$ cat src/rtl/reg_file.sv
// Architectural register file: two combinational read ports, one synchronous write port, r0 = 0.
// Optional write-first bypass on the read ports is enabled by defining REGFILE_BYPASS_EN.
module reg_file #(
    parameter int unsigned DATA_WIDTH = 32,
    parameter int unsigned ADDR_WIDTH = 5
) (
    input  logic                  clk,
    input  logic                  rst_n,
    input  logic [ADDR_WIDTH-1:0] rd_addr1,
    output logic [DATA_WIDTH-1:0] rd_data1,
    input  logic [ADDR_WIDTH-1:0] rd_addr2,
    output logic [DATA_WIDTH-1:0] rd_data2,
    input  logic                  wr_en,
    input  logic [ADDR_WIDTH-1:0] wr_addr,
    input  logic [DATA_WIDTH-1:0] wr_data,
    input  logic [ADDR_WIDTH-1:0] dbg_addr,
    output logic [DATA_WIDTH-1:0] dbg_data
);

    localparam int unsigned Depth = 2 ** ADDR_WIDTH;

    logic [DATA_WIDTH-1:0] regs_q [Depth];
    logic                  wr_fire;
    logic                  byp1;
    logic                  byp2;
    logic [DATA_WIDTH-1:0] stored1;
    logic [DATA_WIDTH-1:0] stored2;

    // r0 is never written, so it keeps its reset value of zero.
    assign wr_fire = wr_en && (wr_addr != '0);

    always_ff @(posedge clk or negedge rst_n) begin
        if (!rst_n) begin
            for (int unsigned i = 0; i < Depth; i++) begin
                regs_q[i] <= '0;
            end
        end else if (wr_fire) begin
            regs_q[wr_addr] <= wr_data;
        end
    end

    always_comb begin
        stored1 = '0;
        stored2 = '0;
        if (rd_addr1 != '0) begin
            stored1 = regs_q[rd_addr1];
        end
        if (rd_addr2 != '0) begin
            stored2 = regs_q[rd_addr2];
        end
    end

`ifdef REGFILE_BYPASS_EN
    // Gated by rst_n so a write presented during reset is never forwarded.
    assign byp1 = rst_n && wr_fire && (rd_addr1 == wr_addr);
    assign byp2 = rst_n && wr_fire && (rd_addr2 == wr_addr);
`else
    assign byp1 = 1'b0;
    assign byp2 = 1'b0;
`endif

    always_comb begin
        rd_data1 = '0;
        rd_data2 = '0;
        dbg_data = '0;
        if (rst_n) begin
            rd_data1 = byp1 ? wr_data : stored1;
            rd_data2 = byp2 ? wr_data : stored2;
            if (dbg_addr != '0) begin
                dbg_data = regs_q[dbg_addr];
            end
        end
    end

endmodule

$ cat config.mk
export PLATFORM = sky130hd
export DESIGN_NAME = reg_file
export DESIGN_NICKNAME = d
export VERILOG_FILES = /design/src/rtl/reg_file.sv
export SDC_FILE = /design/constraint.sdc
export NUM_CORES = 2
export LEC_CHECK = 0
export BUFFER_PORTS_ARGS = -buffer_cell sky130_fd_sc_hd__buf_2
export CAP_MARGIN = 20
export CORE_MARGIN = 10
export CORE_UTILIZATION = 50
export CTS_CLUSTER_SIZE = 20
export DETAILED_ROUTE_END_ITERATION = 10
export PLACE_DENSITY = 0.66
export SKIP_CTS_REPAIR_TIMING = 1
export SLEW_MARGIN = 20
export SYNTH_ARGS = -nofsm -noshare
export SYNTH_HDL_FRONTEND = slang
export SYNTH_SLANG_ARGS = --single-unit
$ cat constraint.sdc
create_clock -name clk -period 4.1 [get_ports clk]
set_input_delay 0.41 -clock clk [delete_from_list [all_inputs] [get_ports clk]]
set_output_delay 0.41 -clock clk [all_outputs]
set_load 0.03 [all_outputs]
==> metrics.log <==
[metrics] critical path startpoint category: input port
[metrics] non-filler cells in the finished layout: 6302
[metrics] IR drop worst, VDD: 0.0003709 V
[metrics] die boundary width: 371.3 microns
[metrics] Leak Pwr: 29.74 nW
[metrics] master of the slowest instance on the critical path: buf_4
[metrics] hold violation total from the final report: 0
[metrics] maximum number of pins on one net before global-route repair: 130
[metrics] fin crit period: 3.962 ns
[metrics] status: finished, final reports clean
[metrics] leading cell type in the layout, fill and taps excluded: dfrtp_1
[metrics] routed length per placed instance: 36.85 microns
[metrics] area taken by flip-flops and latches: 25620 sq um
[metrics] clock slew seen by the registers of the worst setup and hold paths: 0.06 ns
[metrics] async set-or-reset flop fraction in the synthesized netlist: 1.000
[metrics] ratio of cells with drive above 1 in the final layout: 0.4316
[metrics] Final #Nets: 4625
[metrics] row cnt: 128
[metrics] sum of negative setup slack: 0 ns
[metrics] Slowest Stage Delay on Critical Path: 0.66 ns
[metrics] Remaining Overflow, GRT: 0
[metrics] number of buffers inserted by port buffering: 150
[metrics] Max-cap violations: 0
[metrics] top_reg_cell synth: dfrtp_1
[metrics] number of enable flip-flop cells after synthesis: 0
[metrics] Synth-to-Final Area Change: 10.91%
[metrics] register bank with the most flops: regs_q
[metrics] GRT Util Overall: 0.3297
[metrics] Crit path required time: 3.69 ns
[metrics] number of failing setup endpoints in the final timing report: 0
[metrics] smallest hold slack: 0.1543 ns
[metrics] relative slew slack: 0.2237
[metrics] number of optimization iterations in the first detailed-route pass: 9
[metrics] total via count after detailed routing: 46330
[metrics] Highest Clock Rate: 252.4 MHz
[metrics] die extent in y: 371.3 microns
[metrics] routed wire length: 232200 microns
[metrics] placer congestion estimate: 0.9105
[metrics] Critical Path Stages: 8
[metrics] CP Max Fanout: 25
[metrics] setup repair after global routing missed its margin: false
[metrics] count of buffer and inverter cells on the critical path: 4
[metrics] area of the core: 122200 sq um
[metrics] initial antenna violation count: 17
[metrics] Max H-tree Level: 3
[metrics] maximum number of buffers from clock root to sink: 3
[metrics] slew of the pin with the lowest slew margin: 1.160 ns
[metrics] warning count from the yosys run: 0
[metrics] vias per cell: 7.351
[metrics] number of DRC violations after detailed routing: 0
[metrics] r2r worst-path depth: 1
[metrics] capturing point of the worst reg2reg path: regs_q[393]$_DFFE_PN0P_
[metrics] number of synthesized register bits: 1024
[metrics] arrival time at the worst endpoint: 3.55 ns
[metrics] TritonCTS clock tree: done
[metrics] Post-Place Cells: 6077
[metrics] starting utilization of the core area: 0.5049
[metrics] proportion of synthesized chip area in sequential cells: 0.4153
[metrics] HPWL after DPL: 143100 microns
[metrics] startpoint of the worst register-to-register path: regs_q[393]$_DFFE_PN0P_
[metrics] Num Clock Sinks: 1024
[metrics] cts bufs inserted: 113
[metrics] first-pass GRT wire length: 331100 microns
[metrics] total standard cell area after synthesis: 61700 sq um
[metrics] hold crit path type: in2async
[metrics] Max Slew Vio Count: 0
[metrics] worst-path cell chain: dlygate4sd3_1, buf_8, nand2_1, nor3_2, buf_4, a22oi_1, nand4_1, buf_2
[metrics] crit path capture type: primary output
[metrics] average instance area after synthesis: 13.31 sq um
[metrics] clock tree skew after final layout: 0 ns
[metrics] number of global-route vias before repair: 45280
[metrics] post-synthesis instance total: 4635
[metrics] # IOs: 151
[metrics] Root Driver: clkbuf_16
[metrics] top cell family by delay on the critical path: buffers and inverters
[metrics] layout filler cell count: 9859
[metrics] post-route antenna net violation count: 0
[metrics] registers with the most flip-flops: regs_q (1024)
[metrics] clock insertion delay at the later pin of the skew report: 0.76 ns
[metrics] reg-to-reg slack, setup: 3.25 ns
[metrics] most frequent cells in the layout: dfrtp_1 (1024), mux2_2 (975), mux2i_1 (667)
[metrics] number of flip-flops in the largest register: 1024
[metrics] power per unit of standard cell area: 469.5 nW/um^2
[metrics] Synth Net Count: 4690
[metrics] area of the multi-input gates: 33810 sq um
[metrics] Initial DRC Count: 6685
[metrics] final worst path period share: 0.9663
[metrics] post-synthesis cell type count: 53
[metrics] die area: 137800 sq um
[metrics] path type of the worst setup path: in2out
## kinds of logic (layout without fill, tap and decap cells)
| family | after synthesis | in the layout | synth area share |
|---|---|---|---|
| buffers and inverters | 546 | 580 | 0.04165 |
| and+or+nand+nor | 283 | 283 | 0.02425 |
| other | 0 | 8 | 0 |
| DFF | 1024 | 1024 | 0.4153 |
| muxes | 2080 | 2080 | 0.4421 |
| AOI/OAI and AO/OA | 702 | 702 | 0.07663 |
## cells in the mapped netlist (29+ instances only)
cell	instances	area (sq um)
nand2_1	91	341.6
o21ai_0	93	465.5
dfrtp_1	1024	25620
clkbuf_1	265	994.7
mux2_2	975	10980
mux2i_1	667	6676
buf_2	188	940.9
nand4_1	91	569.3
a221oi_1	30	262.8
o22ai_1	280	1752
buf_4	63	473.0
nor2_1	29	108.9
mux4_2	416	9369
a22oi_1	280	2102
## metal layers
metal / up-vias / track usage / part of all wire
li1: 18120 / - / -
met1: 24350 / 0.4531 / 0.40
met2: 3151 / 0.4706 / 0.43
met3: 693 / 0.1012 / 0.12
met4: 18 / 0.1622 / 0.054
met5: - / 0.005243 / 0.00080
## how the worst max path moves through the flow
stage	start	to	slack, ns
global route	rst_n	dbg_data[12]	0.08
global placement	rst_n	dbg_data[12]	0.71
floorplan	dbg_addr[0]	dbg_data[9]	1.70
detailed placement	dbg_addr[3]	dbg_data[4]	0.71
finish	rst_n	rd_data1[4]	0.14
CTS	dbg_addr[3]	dbg_data[4]	0.70
## report_power, final
part | switching, W | total [W] | internal [W]
Clock | 0.00452 | 0.0108 | 0.00626
Combinational | 0.00342 | 0.00738 | 0.00395
Sequential | 0.00194 | 0.0140 | 0.0120
## stage by stage
stage               cell area (sq um)  worst slack, ns    util  total power (W)
finish                          68430           0.1382  0.5600          0.03213
global route                    68420          0.08224  0.5599          0.03326
CTS                             68380           0.7006  0.5596          0.03201
detailed placement              64480           0.7120  0.5276          0.02129
global placement                64480           0.7069  0.5276          0.02102
floorplan                       61700            1.699       -          0.01890
## layout make-up
type,instances,area share
multi-input cells,3065,0.4941
flip-flops and latches,1024,0.3744
clock buffers,171,0.05008
repair buffers,358,0.04397
well taps,1625,0.02971
clock inverters,43,0.006948
inverters,8,0.0004388
diodes,8,0.0002925
Note: power is estimated with default switching activity, not from simulation.
